## src/rtl/vga_sync_decoder.sv

```systemverilog
// VGA sync decoder: rebuilds x/y and a video window from hsync/vsync,
// measures line and frame periods and tracks lock to the expected mode.
module vga_sync_decoder #(
   parameter int HD           = 640,
   parameter int HMAX         = 799,
   parameter int H_SYNC_START = 656,
   parameter int VD           = 480,
   parameter int VMAX         = 524,
   parameter int V_SYNC_START = 513,
   parameter int LOCK_FRAMES  = 2
) (
   input  logic       clk,
   input  logic       reset,
   input  logic       p_tick,
   input  logic       hsync_in,
   input  logic       vsync_in,
   output logic [9:0] x,
   output logic [9:0] y,
   output logic       video_on,
   output logic       locked,
   output logic       frame_start,
   output logic       sync_err,
   output logic [9:0] h_total,
   output logic [9:0] v_total
);

   localparam logic [1:0]  ST_SEARCH = 2'd0;
   localparam logic [1:0]  ST_CHECK  = 2'd1;
   localparam logic [1:0]  ST_LOCKED = 2'd2;

   localparam logic [9:0]  SAT       = 10'd1023;
   localparam logic [9:0]  X_MAX     = 10'(HMAX);
   localparam logic [9:0]  X_LOAD    = 10'(H_SYNC_START);
   localparam logic [9:0]  Y_MAX     = 10'(VMAX);
   localparam logic [9:0]  Y_LOAD    = 10'(V_SYNC_START);
   localparam logic [9:0]  X_ACT     = 10'(HD);
   localparam logic [9:0]  Y_ACT     = 10'(VD);
   localparam logic [10:0] LINE_LEN  = 11'(HMAX + 1);
   localparam logic [9:0]  FRAME_LEN = 10'(VMAX + 1);
   localparam logic [7:0]  GOOD_NEED = 8'(LOCK_FRAMES);

   logic       hs_d_q, hs_d_d;
   logic       vs_d_q, vs_d_d;
   logic [9:0] x_q, x_d;
   logic [9:0] y_q, y_d;
   logic [9:0] h_meas_q, h_meas_d;
   logic [9:0] v_meas_q, v_meas_d;
   logic [9:0] h_total_q, h_total_d;
   logic [9:0] v_total_q, v_total_d;
   logic [1:0] state_q, state_d;
   logic [7:0] good_cnt_q, good_cnt_d;
   logic       locked_q, locked_d;
   logic       line_bad_q, line_bad_d;
   logic       frame_start_q, frame_start_d;
   logic       sync_err_q, sync_err_d;

   logic        hs_rise;
   logic        vs_rise;
   logic        x_wrap;
   logic [10:0] h_inc;
   logic        line_bad;
   logic        h_tmo;
   logic        v_tmo;
   logic        any_err;
   logic        frame_good;

   // Sync edge detection and the error/quality events derived from it
   always_comb begin
      hs_rise    = p_tick & hsync_in & ~hs_d_q;
      vs_rise    = p_tick & vsync_in & ~vs_d_q;
      x_wrap     = p_tick & ~hs_rise & (x_q == X_MAX);
      h_inc      = {1'b0, h_meas_q} + 11'd1;
      line_bad   = hs_rise & (h_inc != LINE_LEN);
      h_tmo      = p_tick & ~hs_rise & (h_meas_q == SAT - 10'd1);
      v_tmo      = hs_rise & ~vs_rise & (v_meas_q == SAT - 10'd1);
      any_err    = line_bad | h_tmo | v_tmo;
      frame_good = (v_meas_q == FRAME_LEN) & ~line_bad_q & ~line_bad;
   end

   // Free-running coordinates, re-anchored by each sync rise
   always_comb begin
      hs_d_d = hs_d_q;
      vs_d_d = vs_d_q;
      x_d    = x_q;
      y_d    = y_q;
      if (p_tick) begin
         hs_d_d = hsync_in;
         vs_d_d = vsync_in;
         if (hs_rise)
            x_d = X_LOAD;
         else if (x_q == X_MAX)
            x_d = '0;
         else
            x_d = x_q + 10'd1;
      end
      if (vs_rise)
         y_d = Y_LOAD;
      else if (x_wrap)
         y_d = (y_q == Y_MAX) ? '0 : y_q + 10'd1;
   end

   // Saturating line/frame period measurement
   always_comb begin
      h_meas_d   = h_meas_q;
      v_meas_d   = v_meas_q;
      h_total_d  = h_total_q;
      v_total_d  = v_total_q;
      line_bad_d = line_bad_q;
      if (hs_rise) begin
         h_total_d = (h_meas_q == SAT) ? SAT : h_inc[9:0];
         h_meas_d  = '0;
      end else if (p_tick && h_meas_q != SAT) begin
         h_meas_d  = h_meas_q + 10'd1;
      end
      if (vs_rise) begin
         v_total_d  = v_meas_q;
         v_meas_d   = '0;
         line_bad_d = 1'b0;
      end else begin
         if (hs_rise && v_meas_q != SAT)
            v_meas_d = v_meas_q + 10'd1;
         if (line_bad)
            line_bad_d = 1'b1;
      end
   end

   // Lock tracking and the one-clk status pulses
   always_comb begin
      state_d    = state_q;
      good_cnt_d = good_cnt_q;
      locked_d   = locked_q;
      sync_err_d = 1'b0;
      case (state_q)
         ST_SEARCH: begin
            if (vs_rise) begin
               state_d    = ST_CHECK;
               good_cnt_d = '0;
            end
         end
         ST_CHECK: begin
            if (any_err) begin
               sync_err_d = 1'b1;
               state_d    = ST_SEARCH;
            end else if (vs_rise) begin
               if (frame_good) begin
                  good_cnt_d = good_cnt_q + 8'd1;
                  if (good_cnt_q + 8'd1 == GOOD_NEED) begin
                     state_d  = ST_LOCKED;
                     locked_d = 1'b1;
                  end
               end else begin
                  sync_err_d = 1'b1;
                  good_cnt_d = '0;
               end
            end
         end
         ST_LOCKED: begin
            if (any_err | (vs_rise & ~frame_good)) begin
               sync_err_d = 1'b1;
               locked_d   = 1'b0;
               state_d    = ST_SEARCH;
            end
         end
         default: begin
            state_d  = ST_SEARCH;
            locked_d = 1'b0;
         end
      endcase
      frame_start_d = p_tick & locked_d & (x_d == '0) & (y_d == '0);
   end

   // State registers with asynchronous reset
   always_ff @(posedge clk or posedge reset) begin
      if (reset) begin
         hs_d_q        <= 1'b0;
         vs_d_q        <= 1'b0;
         x_q           <= '0;
         y_q           <= '0;
         h_meas_q      <= '0;
         v_meas_q      <= '0;
         h_total_q     <= '0;
         v_total_q     <= '0;
         state_q       <= ST_SEARCH;
         good_cnt_q    <= '0;
         locked_q      <= 1'b0;
         line_bad_q    <= 1'b0;
         frame_start_q <= 1'b0;
         sync_err_q    <= 1'b0;
      end else begin
         hs_d_q        <= hs_d_d;
         vs_d_q        <= vs_d_d;
         x_q           <= x_d;
         y_q           <= y_d;
         h_meas_q      <= h_meas_d;
         v_meas_q      <= v_meas_d;
         h_total_q     <= h_total_d;
         v_total_q     <= v_total_d;
         state_q       <= state_d;
         good_cnt_q    <= good_cnt_d;
         locked_q      <= locked_d;
         line_bad_q    <= line_bad_d;
         frame_start_q <= frame_start_d;
         sync_err_q    <= sync_err_d;
      end
   end

   assign x           = x_q;
   assign y           = y_q;
   assign locked      = locked_q;
   assign frame_start = frame_start_q;
   assign sync_err    = sync_err_q;
   assign h_total     = h_total_q;
   assign v_total     = v_total_q;
   assign video_on    = locked_q & (x_q < X_ACT) & (y_q < Y_ACT);

endmodule

```

## config.mk

```make
export PLATFORM = sky130hd
export DESIGN_NAME = vga_sync_decoder
export DESIGN_NICKNAME = d
export VERILOG_FILES = /design/src/rtl/vga_sync_decoder.sv
export SDC_FILE = /design/constraint.sdc
export NUM_CORES = 1
export LEC_CHECK = 0
export CAP_MARGIN = 5
export CORE_MARGIN = 4
export CORE_UTILIZATION = 25
export CTS_BUF_LIST = sky130_fd_sc_hd__clkbuf_4
export CTS_CLUSTER_DIAMETER = 50
export DETAILED_ROUTE_END_ITERATION = 8
export MAX_ROUTING_LAYER = met4
export PLACE_DENSITY_LB_ADDON = 0.2
export SLEW_MARGIN = 20
export SYNTH_ARGS = -nofsm -noshare
export SYNTH_HDL_FRONTEND = slang
export SYNTH_SLANG_ARGS = --single-unit
```

## constraint.sdc

```tcl
create_clock -name clk -period 3 [get_ports clk]
set_input_delay 0.6 -clock clk [delete_from_list [all_inputs] [get_ports clk]]
set_output_delay 0.6 -clock clk [all_outputs]
set_load 0.03 [all_outputs]
```

==> reports/metrics.yaml, run 1 <==
setup_path:
  slowest_stage: "or4_1"
  rrSetupSlack_ns: 0.23
  max_stage_delay_ns: 0.55
  r2r-end: "frame_start"
  critPathMaxFanout: 16
  path_cells: "ha_1 > and4_4 > nand4_4 > a31oi_1 > o21ai_0 > or4_1 > nor4_1 > and4b_1"
  path_class: "register to register"
  r2r_start: "x[0]"
  worstSetupStartpointType: "register"
  worstRegToRegCells: 8
  worstPathRequired_ns: 3.40
  endpoint_kind: "register"
  worst_ep_arrival_time_ns: 3.17
timing:
  setup_viol: 0
  worst_slack_ns: 0.234
  fin_tns_setup_ns: 0
  fin_crit_ns: 2.77
  fmax_mhz: 361
  rsz0062_at_grt: "false"
  final_max_slew_viol_count: 0
  final_hold_viol_count: 0
  worst_pin_slew_ns: 0.658
  timing.final.crit_share_pct: 92.2
  finalClockSkew_ns: 0.0179
  relSlewSlack_pct: 55.8
cts:
  hold_buffers: 0
  clkSinkCount: 76
  clk_latency_ns: 0.46
  cts.htree.levels: 3
  cts_buffer_depth: 2
  cts_setup_buffers: 0
  cts.reportedPaths.clkPinSlew_ns: 0.13
  cts-root-buf: "clkbuf_4"
  cts-resized-gates: 0
  cts_tree: "yes"
  cts-buffers-inserted: 9
global_routing:
  grt.total_usage_pct: 13.0
  first_global_vias: 3857
  grt_max_degree: 53
  antenna_found_initial: 1
  grt_overflow: 0
  grt_pass1_wl_mm: 20.2
placement:
  place_ws_ns: 0.145
  place.gp.congestion: 0.864
  place_hpwl_mm: 8.82
  port_buffers: 48
  dp_cells: 757
logic_synthesis:
  synth_most_common_cell: "dfrtp_1"
  yosysTopAreaCell: "dfrtp_1"
  synth-seq-area-share_pct: 43.9
  netlist.area_leader.share_pct: 43.9
  ys_types: 70
  ys.flop_type: "dfrtp_1"
  syn_inst: 484
  ys_ff_latch: 76
  synth_common_cells: "76 x dfrtp_1, 61 x nand2_1, 41 x nor2_1"
  syn-num-nets: 503
  async_reset_ff_share_pct: 100
  synth-edff-count: 0
  netlist_area_sq_mm: 0.00433
  avgSynthCellArea_sq_um: 8.95
  synth-warning-count: 0
  netlist_top_cells_area: "dfrtp_1 44%, nand2_1 5.3%, ha_1 4.0%, o21ai_0 3.6%, nor2_1 3.6%"
pwr:
  p_sw_uw: 921
  powerDensity_mw_per_mm2: 475
  power_frac_comb_pct: 27.8
  power_frac_seq_pct: 50.0
  power.leakage_uw: 0.00219
  max-vdd-ir-drop_mv: 0.327
  p_total_uw: 2520
  p_sw_share_pct: 36.6
  clkPwrFrac_pct: 22.1
  internal-power_uw: 1600
layout:
  drive_gt1_share_pct: 10.5
  final_cell_count_no_fill: 774
  multi_input_area_sq_mm: 0.00225
  final_nets: 567
  final_core_util_pct: 31.6
  syn2layout_area_growth_pct: 22.2
  regArea_sq_mm: 0.00190
  fillers: 1775
detailed_routing:
  dr_total_vias: 3873
  drc: 0
  drt_pass1_iterations: 4
  wl_per_cell_microns: 15.5
  ant_nets: 0
  drt_iter0_markers: 268
  via_per_inst: 5.00
  routed_wl_mm: 12.0
floorplanning:
  die_h_microns: 140
  initial_core_util_pct: 25.9
  ios: 49
  core-area_sq_mm: 0.0168
  die_w_microns: 140
  rows: 47
  dieArea_sq_mm: 0.0195
worst_hold_path:
  hp-class: "primary input to async pin"
outcome:
  status: "completed"
flow_run:
  maxCapViolations: 0
## metrics by stage
step	instance area, sq um	hold slack (ns)
final	5300	0.462
after detailed placement	5190	0.469
after floorplan	4330	0.455
after global routing	5300	0.495
after global placement	5190	0.469
after CTS	5290	0.449
## layout by cell type (no fill, tap or decap), types with 3 or more instances in the layout
cell and n:
dfrtp_1 76, nand2_1 61, clkdlybuf4s50_1 48, nor2_1 41, o21ai_0 31, buf_4 24
nand3_1 22, inv_1 20, a21oi_1 16, a31oi_1 16, nand4_1 15, o21ai_1 14
ha_1 14, xor2_1 12, and3_1 11, clkbuf_4 11, xnor2_1 10, o31ai_1 9
nor3_1 8, a211oi_1 8, and2_1 6, or3_1 6, nand2b_1 4, nor4_1 4
and4_1 3, o211ai_1 3, or2_2 3, nand3b_1 3, or4_1 3, clkinv_2 3
## metal layers
layer	GRT usage [%]	vias to the layer above	part of all wire [%]
met5	-	-	0
met3	2.40	23	2.5
met2	20.3	78	48
li1	-	1875	-
met1	16.5	1897	48
met4	5.41	0	2.1
## state kept, by name, indices dropped and copies added (netlist names), 2 cells and up
| signal | count |
|---|---|
| good_cnt_q | 8 |
| v_total | 10 |
| y | 10 |
| h_total | 10 |
| h_meas_q | 10 |
| state_q | 2 |
| x | 10 |
| v_meas_q | 10 |
## power groups by stage
stage | Clock (uW) | Combinational [uW] | Sequential (uW)
4_1_cts | 586 | 712 | 1260
5_1_grt | 623 | 778 | 1280
3_3_place_gp | 0 | 700 | 1280
2_1_floorplan | 0 | 333 | 1360
3_5_place_dp | 0 | 708 | 1280
6_report | 557 | 701 | 1260
## cell type report
type	count	share of cell area [%]
Sequential cell	76	35.9
Antenna cell	2	0.0945
Multi-Input combinational cell	366	42.5
Clock inverter	4	0.331
Timing Repair Buffer	73	12.8
Clock buffer	11	1.56
Inverter	22	1.58
Tap cell	220	5.20
## critical path: cells and delay by family, from the launching register on
kind            cells  cell delay [ns]
simple gates        5             1.56
fa+ha+maj           1             0.30
compound gates      2             0.37
flops               1             0.49
## cells by family (layout without fill, tap and decap cells)
| logic type | after synthesis | in the layout | synth area share, % |
|---|---|---|---|
| flops | 76 | 76 | 43.9 |
| compound gates | 120 | 120 | 17.8 |
| fa+ha+maj | 14 | 14 | 4.04 |
| xor+xnor | 22 | 22 | 4.45 |
| other cells | 0 | 2 | 0 |
| mux | 4 | 4 | 0.982 |
| simple gates | 206 | 206 | 24.7 |
| buf+inv | 42 | 110 | 4.19 |
## worst max-delay path by stage
stage                            from  cells after the start  slack, ns          end
after global placement       hsync_in                      9       0.21  frame_start
after detailed placement     hsync_in                      9       0.14  frame_start
after CTS                        x[7]                      4       0.19     video_on
final                            x[0]                      8       0.23  frame_start
after floorplan                  x[0]                      9       0.40  frame_start
after global routing      v_meas_q[1]                      8       0.05   state_q[1]
Note: power is estimated with default switching activity, not from simulation.
==> run 2, diff against run 1 <==
--- a/config.mk
+++ b/config.mk
@@ -5,7 +5,8 @@
 export SDC_FILE = /design/constraint.sdc
 export NUM_CORES = 1
 export LEC_CHECK = 0
-export CAP_MARGIN = 5
+export ABC_CLOCK_PERIOD_IN_PS = 3000
+export CAP_MARGIN = 20
 export CORE_MARGIN = 4
 export CORE_UTILIZATION = 25
 export CTS_BUF_LIST = sky130_fd_sc_hd__clkbuf_4
==> results of run 2 <==
The final DEF is identical to that of run 1; final timing and power are the same.
